==> src/rtl/clk_seq_pkg.sv <==
// Shared types and constants for the clock phase sequencer: control FSM states,
// the reset-settle length, and the per-channel phase lookup.
package clk_seq_pkg;

  typedef enum logic [2:0] {
    HOLD   = 3'd0,
    RUN    = 3'd1,
    DRAIN  = 3'd2,
    HALTED = 3'd3,
    STEP   = 3'd4
  } state_t;

  // Board-clock cycles spent in HOLD after reset so the memories can settle.
  localparam int HOLD_CYC = 2;
  localparam int HOLD_W   = 2;

  // Widest phase vector the lookup accepts; narrower vectors are zero-extended.
  localparam int MAX_NCH = 32;
  localparam int PV_W    = 8 * MAX_NCH;

  function automatic logic [7:0] phase_field(input logic [PV_W-1:0] vec, input int idx);
    return vec[8*idx +: 8];
  endfunction

endpackage

==> src/rtl/clk_seq_phase_dec.sv <==
// Phase decoder: maps a phase value onto the per-channel enable vector.
// Purely combinational; the caller registers the result.
module clk_seq_phase_dec
  import clk_seq_pkg::*;
#(
  parameter int                 DIV       = 4,
  parameter int                 NCH       = 4,
  parameter int                 CW        = $clog2(DIV),
  parameter logic [8*NCH-1:0]   PHASE_VEC = {8'd3, 8'd2, 8'd1, 8'd0}
)(
  input  logic [CW-1:0]  i_phase,
  output logic [NCH-1:0] o_en
);

  localparam logic [PV_W-1:0] PV_EXT = PV_W'(PHASE_VEC);

  always_comb begin
    o_en = '0;
    for (int i = 0; i < NCH; i++) begin
      o_en[i] = (int'(i_phase) == int'(phase_field(PV_EXT, i)));
    end
  end

endmodule

==> src/rtl/clk_phase_sequencer.sv <==
// Board-clock divider with per-domain phase enables and a run/halt/step control FSM.
// Optional performance counter of completed periods: define CLKSEQ_PERF_CNT_EN.
module clk_phase_sequencer
  import clk_seq_pkg::*;
#(
  parameter int               DIV       = 4,
  parameter int               NCH       = 4,
  parameter int               CW        = $clog2(DIV),
  parameter logic [8*NCH-1:0] PHASE_VEC = {8'd3, 8'd2, 8'd1, 8'd0},
  parameter int               CNT_W     = 32
)(
  input  logic             clock,
  input  logic             reset,
  input  logic             halt_req,
  input  logic             step_req,
  input  logic             cnt_clr,
  output logic             clk_out,
  output logic [NCH-1:0]   en,
  output logic [CW-1:0]    phase,
  output logic             halted,
  output logic             step_done,
  output logic [CNT_W-1:0] cycle_cnt,
  output state_t           o_state
);

  if (DIV < 2 || (DIV % 2) != 0) begin : g_bad_div
    $error("clk_phase_sequencer: DIV must be even and >= 2");
  end
  if (NCH < 1 || NCH > MAX_NCH) begin : g_bad_nch
    $error("clk_phase_sequencer: NCH out of range");
  end
  for (genvar g = 0; g < NCH; g++) begin : g_pv_chk
    if (int'(PHASE_VEC[8*g +: 8]) >= DIV) begin : g_bad_phase
      $error("clk_phase_sequencer: PHASE_VEC entry must be < DIV");
    end
  end

  state_t              r_state;
  logic [HOLD_W-1:0]   r_hold_cnt;
  logic [CW-1:0]       r_phase;
  logic                r_clk_out;
  logic [NCH-1:0]      r_en;
  logic                r_halted;
  logic                r_step_done;

  logic                w_counting;
  logic                w_wrap;
  logic [CW-1:0]       w_cand_phase;
  logic                w_cand_clk;
  logic [NCH-1:0]      w_cand_en;

  // Candidate outputs assume the next cycle is a counting one: entering from an
  // idle state starts the period at phase 0; otherwise the phase advances.
  always_comb begin
    w_counting = (r_state == RUN) || (r_state == DRAIN) || (r_state == STEP);
    w_wrap     = (r_phase == CW'(DIV - 1));
    if (!w_counting || w_wrap) begin
      w_cand_phase = '0;
    end else begin
      w_cand_phase = r_phase + CW'(1);
    end
    w_cand_clk = (int'(w_cand_phase) < (DIV / 2));
  end

  clk_seq_phase_dec #(
    .DIV       (DIV),
    .NCH       (NCH),
    .CW        (CW),
    .PHASE_VEC (PHASE_VEC)
  ) u_phase_dec (
    .i_phase (w_cand_phase),
    .o_en    (w_cand_en)
  );

  always_ff @(posedge clock) begin
    if (reset) begin
      r_state     <= HOLD;
      r_hold_cnt  <= '0;
      r_phase     <= '0;
      r_clk_out   <= 1'b0;
      r_en        <= '0;
      r_halted    <= 1'b0;
      r_step_done <= 1'b0;
    end else begin
      r_phase     <= w_cand_phase;
      r_clk_out   <= w_cand_clk;
      r_en        <= w_cand_en;
      r_halted    <= 1'b0;
      r_step_done <= 1'b0;
      case (r_state)
        HOLD: begin
          if (r_hold_cnt == HOLD_W'(HOLD_CYC - 1)) begin
            r_state <= RUN;
          end else begin
            r_hold_cnt <= r_hold_cnt + HOLD_W'(1);
            r_phase    <= '0;
            r_clk_out  <= 1'b0;
            r_en       <= '0;
          end
        end
        RUN: begin
          // A request landing on the last phase halts at this very boundary.
          if (halt_req) begin
            if (w_wrap) begin
              r_state   <= HALTED;
              r_halted  <= 1'b1;
              r_phase   <= '0;
              r_clk_out <= 1'b0;
              r_en      <= '0;
            end else begin
              r_state <= DRAIN;
            end
          end
        end
        DRAIN: begin
          if (w_wrap) begin
            if (halt_req) begin
              r_state   <= HALTED;
              r_halted  <= 1'b1;
              r_phase   <= '0;
              r_clk_out <= 1'b0;
              r_en      <= '0;
            end else begin
              r_state <= RUN;
            end
          end
        end
        HALTED: begin
          if (!halt_req) begin
            r_state <= RUN;
          end else if (step_req) begin
            r_state <= STEP;
          end else begin
            r_halted  <= 1'b1;
            r_phase   <= '0;
            r_clk_out <= 1'b0;
            r_en      <= '0;
          end
        end
        STEP: begin
          if (w_wrap) begin
            r_state     <= HALTED;
            r_halted    <= 1'b1;
            r_step_done <= 1'b1;
            r_phase     <= '0;
            r_clk_out   <= 1'b0;
            r_en        <= '0;
          end
        end
        default: begin
          r_state   <= HOLD;
          r_phase   <= '0;
          r_clk_out <= 1'b0;
          r_en      <= '0;
        end
      endcase
    end
  end

`ifdef CLKSEQ_PERF_CNT_EN
  logic [CNT_W-1:0] r_cycle_cnt;

  // Saturating count of completed periods; a clear beats a same-cycle wrap.
  always_ff @(posedge clock) begin
    if (reset || cnt_clr) begin
      r_cycle_cnt <= '0;
    end else if (w_counting && w_wrap && (r_cycle_cnt != '1)) begin
      r_cycle_cnt <= r_cycle_cnt + CNT_W'(1);
    end
  end

  assign cycle_cnt = r_cycle_cnt;
`else
  logic w_unused_cnt_clr;
  assign w_unused_cnt_clr = cnt_clr;
  assign cycle_cnt        = '0;
`endif

  assign clk_out   = r_clk_out;
  assign en        = r_en;
  assign phase     = r_phase;
  assign halted    = r_halted;
  assign step_done = r_step_done;
  assign o_state   = r_state;

endmodule

==> config.mk <==
export PLATFORM = sky130hd
export DESIGN_NAME = clk_phase_sequencer
export DESIGN_NICKNAME = d
export VERILOG_FILES = /design/src/rtl/clk_seq_pkg.sv /design/src/rtl/clk_seq_phase_dec.sv /design/src/rtl/clk_phase_sequencer.sv
export SDC_FILE = /design/constraint.sdc
export NUM_CORES = 1
export LEC_CHECK = 0
export BUFFER_PORTS_ARGS = -buffer_cell sky130_fd_sc_hd__buf_4
export CAP_MARGIN = 20
export CORE_MARGIN = 2
export CORE_UTILIZATION = 35
export DETAILED_ROUTE_END_ITERATION = 10
export GPL_ROUTABILITY_DRIVEN = 1
export GPL_TIMING_DRIVEN = 0
export PLACE_DENSITY = 0.66
export SLEW_MARGIN = 20
export SYNTH_ARGS = -nofsm -noshare
export SYNTH_HDL_FRONTEND = slang
export SYNTH_SLANG_ARGS = --single-unit
==> constraint.sdc <==
create_clock -name clock -period 2.11 [get_ports clock]
set_input_delay 0.422 -clock clock [delete_from_list [all_inputs] [get_ports clock]]
set_output_delay 0.422 -clock clock [all_outputs]
set_load 0.005 [all_outputs]
==> run metrics, run 1 <==
total power=between 1 and 1.5 mW; VDD IR max=between 0.0005 and 0.0006 V; Root Driver=clkbuf_4; final worst slack=about 0.40 ns; post-synthesis cell type count=31; Die Wd=56.2 um; hold crit path type=primary input to flop; startpoint class of the critical path=flop; most frequent cells in the layout=buf_4, conb_1, dfxtp_1; ys async rst share=0; WP buf/inv=1; total gr overflow=0; # IOs=49; ANT nets after route=0; Via Count=773; DRT met1 WL=~730 um; Final Wtd Congestion=between 0.8 and 0.9; cell count after synthesis=approximately 110; Mapped Avg Cell Area=approximately 8.4 sq um; drt via density=4.01; sequential area share after synthesis=0.294; metal3 WL=between 100 and 150 um; DR iter-0 viols=14; P&R area growth vs syn=31.0%; Post-Layout Cell Count=193; die height=between 50 and 60 um; Post-synth EDFFs=0; Multi-input gate area=roughly 500 sq um; All-Layer GR Usage=0.110; DP Cell Count=approximately 190; initial core utilization=0.377; Worst Path Required=between 2 and 2.5 ns; Max stage delay cell, worst path=dfxtp_1; number of global-route vias before repair=roughly 660; number of fill cells=246; number of synthesis warnings=0; CTS tree=yes; Crit Path Class=flop to flop; power density over the cells=between 800 and 900 nW/um^2; top cells by area, synth=dfxtp_1, buf_4, nor2_1; WL/cell=8.84 um; Max Root-Sink Buffers=2; clock skew=about 0.0063 ns; HPWL Detailed=between 1000 and 1500 um; Core Rows=18; total wire length=1710 um; final-report setup violation count=0; worst hold slack=0.479 ns; hold_buf cts=0; initial antenna violation count=0; n_diodes=0; TritonCTS Sinks=14; Most used DFF post-synth=dfxtp_1; Sum Neg Setup Slack=0 ns; met2 WL=794 um; Crit path arrival time=between 1.5 and 2 ns; Worst path top cell family by delay=compound AO/OA/AOI/OAI gates; largest area contributor in the netlist=dfxtp_1; fin. max-slew vios=0; status=finished, final reports clean; setup bufs post-CTS=0; RSZ-0062 raised after global routing=no; Final #Nets=around 170; period utilisation layout=0.808; Most common cell on crit path=a21oi_1; worst path cell trace=ha_1 > buf_2 > a21oi_1 > a311oi_1 > o32a_1 > a21oi_1; pre-CTS setup slack=~0.43 ns; top layer in use=met4; TritonCTS Buffers=3; top-area cell type share of the netlist area=0.294; DRT Pass-1 Iters=4; ratio of cells with drive above 1 in the final layout=0.362; largest net degree at the start of global routing=11; kind of end point of the critical path=flop; Critical Path Max Stage Delay=between 0.4 and 0.5 ns; first-pass GRT wire length=about 2700 um; Clock Pin Slew Worst Setup and Hold Paths=0.09 ns; post-synthesis register bit count=14; crit path max fanout=10; FF/Latch Area=about 280 sq um; most common cell after layout, fill and taps aside=buf_4; post-route cell area=~1200 sq um; min cycle time layout=between 1.5 and 2 ns; Resize count post-CTS=0; port bufs=14; # H-tree levels=1; die area=approximately 3200 sq um; Max Cap Violations=0; synthesized area=about 950 sq um; fmax=slightly below 600 MHz; # DRC=0; cell area after placement=about 1200 sq um; post-layout util=0.495; clock latency on the worst-skew pair=0.29 ns; final hold vios=0; core area=approximately 2500 sq um; LEAKAGE=0.659 nW
-- registers in the layout, summed over array words and instances (netlist names) --
name	cells
en	4
o_state	3
r_hold_cnt	2
clk_out	1
halted	1
step_done	1
phase	2
-- power breakdown --
group	internal [mW]	switching (mW)
combinational	0.260	0.240
sequential	0.325	0.0482
clock	0.105	0.0907
total	0.690	0.379
-- final timing paths --
kind / startpoint / to / slack, ns / depth (start not counted)
min: step_req / o_state[2] / 0.48 / 4
max: phase[0] / clk_out / 0.40 / 6
min reg2reg: r_hold_cnt[1] / r_hold_cnt[1] / 0.51 / 2
max reg2reg: phase[0] / clk_out / 0.40 / 6
-- layer usage --
metal	up-vias	GRT usage
li1	412	-
met1	325	0.131
met2	31	0.173
met3	5	0.0209
met4	0	0.0850
met5	-	0
-- cell type report --
class                   count  area share
well taps                  30      0.0301
flip-flops and latches     14       0.225
multi-input cells          89       0.402
inverters                   4      0.0120
clock buffers               4      0.0291
repair buffers             14      0.0843
plain buffers              38       0.218
-- synth_stat cells, drive strengths merged, types with 2 or more instances --
cell type / count
buf: 37
dfxtp: 14
nor2: 11
nand2: 6
a21oi: 5
inv: 4
nor2b: 4
o21ai: 4
mux2i: 3
nand2b: 3
nor3: 3
a211oi: 2
ha: 2
or3: 2
-- cells by family (layout without fill, tap and decap cells) --
family / count (synthesis) / count (layout) / synth area share
buffers and inverters: 42 / 60 / 0.301
and+or+nand+nor: 33 / 33 / 0.208
AOI/OAI and AO/OA: 17 / 17 / 0.117
DFF: 14 / 14 / 0.294
muxes: 3 / 3 / 0.0315
adders and majority gates: 2 / 2 / 0.0263
xor gates and xnor gates: 2 / 2 / 0.0184
other: 1 / 32 / 0.00394
-- worst reg2reg max path, stage by stage, from the launching register on --
cell	delay, ns
dfxtp_1	0.49
ha_1	0.19
buf_2	0.19
a21oi_1	0.10
a311oi_1	0.33
o32a_1	0.25
a21oi_1	0.05
No activity file was read; power rests on OpenSTA's default activity.
==> run 2: changes to the inputs <==
- PLACE_DENSITY: 0.66 -> 0.69
- clock period: 2.11 -> 1.4 ns (I/O delays scaled with it)
==> run metrics, run 2 (synthesis gave the netlist of run 1 again) <==
ANT nets after route=0; Reg2Reg Depth=5; port bufs=14; Crit path arrival time=about 1.6 ns; TritonCTS Buffers=3; clock latency on the worst-skew pair=0.28 ns; kind of end point of the critical path=flop; total gr overflow=0; Sw Pwr=~660 uW; final-report setup violation count=0; final hold vios=0; # H-tree levels=1; clock skew=a little over 0.01 ns; clock share of power=0.154; status=finished, final reports clean; Worst Setup SP=o_state[1]; Internal=around 1.2 mW; Final Wtd Congestion=roughly 0.74; ratio of cells with drive above 1 in the final layout=0.452; Worst Path Required=about 1.6 ns; Largest register FFs=4; n_diodes=0; WL/cell=roughly 9.9 um; fmax=716 MHz; largest net degree at the start of global routing=11; Core Rows=18; power density over the cells=~1300 nW/um^2; Via Count=slightly above 800; most frequent cells in the layout=buf_4, conb_1, nor2_1; drt via density=~4.1; hold_buf cts=0; Final #Nets=about 180; All-Layer GR Usage=0.123; # DRC=0; P&R area growth vs syn=44.8%; combinational share of power=0.528; Sum Neg Setup Slack=0 ns; core area=approximately 2500 sq um; Crit Path Class=flop to flop; fin. max-slew vios=0; LEAKAGE=between 0.6 and 0.7 nW; startpoint class of the critical path=flop; die height=~56 um; crit path max fanout=5; first-pass GRT wire length=around 3000 um; period utilisation layout=0.998; worst path cell trace=buf_6 > xor2_2 > o21ai_2 > or3_4 > nor4b_4; Root Driver=clkbuf_4; number of global-route vias before repair=between 600 and 700; total wire length=1950 um; most common cell after layout, fill and taps aside=buf_4; Worst setup endpoint=en[3]; reg-to-reg endpoint=en[3]; min cycle time layout=approximately 1.4 ns; VDD IR max=approximately 0.00094 V; DRT Pass-1 Iters=4; number of fill cells=between 200 and 250; RSZ-0062 raised after global routing=yes; Max Cap Violations=0; DR iter-0 viols=20; register share of total power=0.318; CTS tree=yes; beginning of the worst register-to-register path=o_state[1]; Clock Pin Slew Worst Setup and Hold Paths=around 0.090 ns; initial antenna violation count=0; worst hold slack=around 0.37 ns; initial core utilization=0.377; FF-to-FF setup slack=roughly 0.0034 ns; hold crit path type=primary input to flop; Max Root-Sink Buffers=2; # IOs=49; HPWL Detailed=~1400 um; Switching Share=0.357; TritonCTS Sinks=14; Max stage delay cell, worst path=or3_4; Critical Path Max Stage Delay=~0.38 ns; die area=3150 sq um; Die Wd=around 56 um
[run 2: cell count changes in the layout (fill, tap and decap cells not counted), sizes merged]
| cell | delta |
|---|---|
| buf | +4 |
| clkbuf | +1 |
[run 2: critical path: cells and delay by family (launching register included)]
kind	cells	cell delay, ns
xor gates and xnor gates	1	0.17
AOI/OAI and AO/OA	1	0.08
buffers and inverters	1	0.13
and+or+nand+nor	2	0.59
DFF	1	0.35
[run 2: how the worst min path moves through the flow]
stage                  start    endpoint  slack, ns  cells after the start
floorplan           phase[0]    phase[0]       0.47                      1
global placement    phase[0]    phase[0]       0.48                      1
detailed placement  phase[0]    phase[0]       0.49                      1
CTS                 step_req  o_state[2]       0.35                      4
global route        step_req  o_state[2]       0.36                      4
finish              step_req  o_state[2]       0.37                      4
[run 2: per-layer routing]
metal  wire [um]  GRT usage  vias up
li1            -          -      423
met1         777      0.126      360
met2        1030      0.230       28
met3         128     0.0419        4
met4          11     0.0408        0
met5           0          0        -
[run 2: area by class of cell]
class                           instances  area [sq um]  area share
Buffer                                 38           297       0.215
Clock buffer                            4          36.3      0.0263
Inverter                                4          15.0      0.0109
Multi-Input combinational cell         89           563       0.408
Sequential cell                        14           290       0.211
Tap cell                               30          37.5      0.0272
Timing Repair Buffer                   19           140       0.102
[run 2: metrics by stage]
stage / area [sq um] / cells / power, mW / util / setup WS, ns
CTS: 1330 / 196 / 1.73 / 0.528 / -0.0334
global placement: 1220 / 189 / 1.30 / 0.483 / -0.0850
finish: 1380 / 198 / 1.84 / 0.547 / 0.00343
floorplan: 1080 / 145 / 1.13 / - / 0.0139
detailed placement: 1220 / 189 / 1.34 / 0.483 / -0.125
global route: 1380 / 198 / 1.98 / 0.547 / -0.0432
[run 2: power by group through the flow]
stage / registers (mW) / clock network, mW / logic (mW)
after floorplan: 0.570 / 0 / 0.564
after global placement: 0.569 / 0 / 0.732
after detailed placement: 0.575 / 0 / 0.763
after CTS: 0.571 / 0.297 / 0.864
after global routing: 0.594 / 0.311 / 1.07
final: 0.586 / 0.285 / 0.973
[run 2: what timing repair did]
action,CTS,global route
resized for setup,14,9
cloned,0,1
endpoints found under the setup margin,11,11
endpoints found under the hold margin,0,0
buffers inserted,3,1
pin swaps,5,4
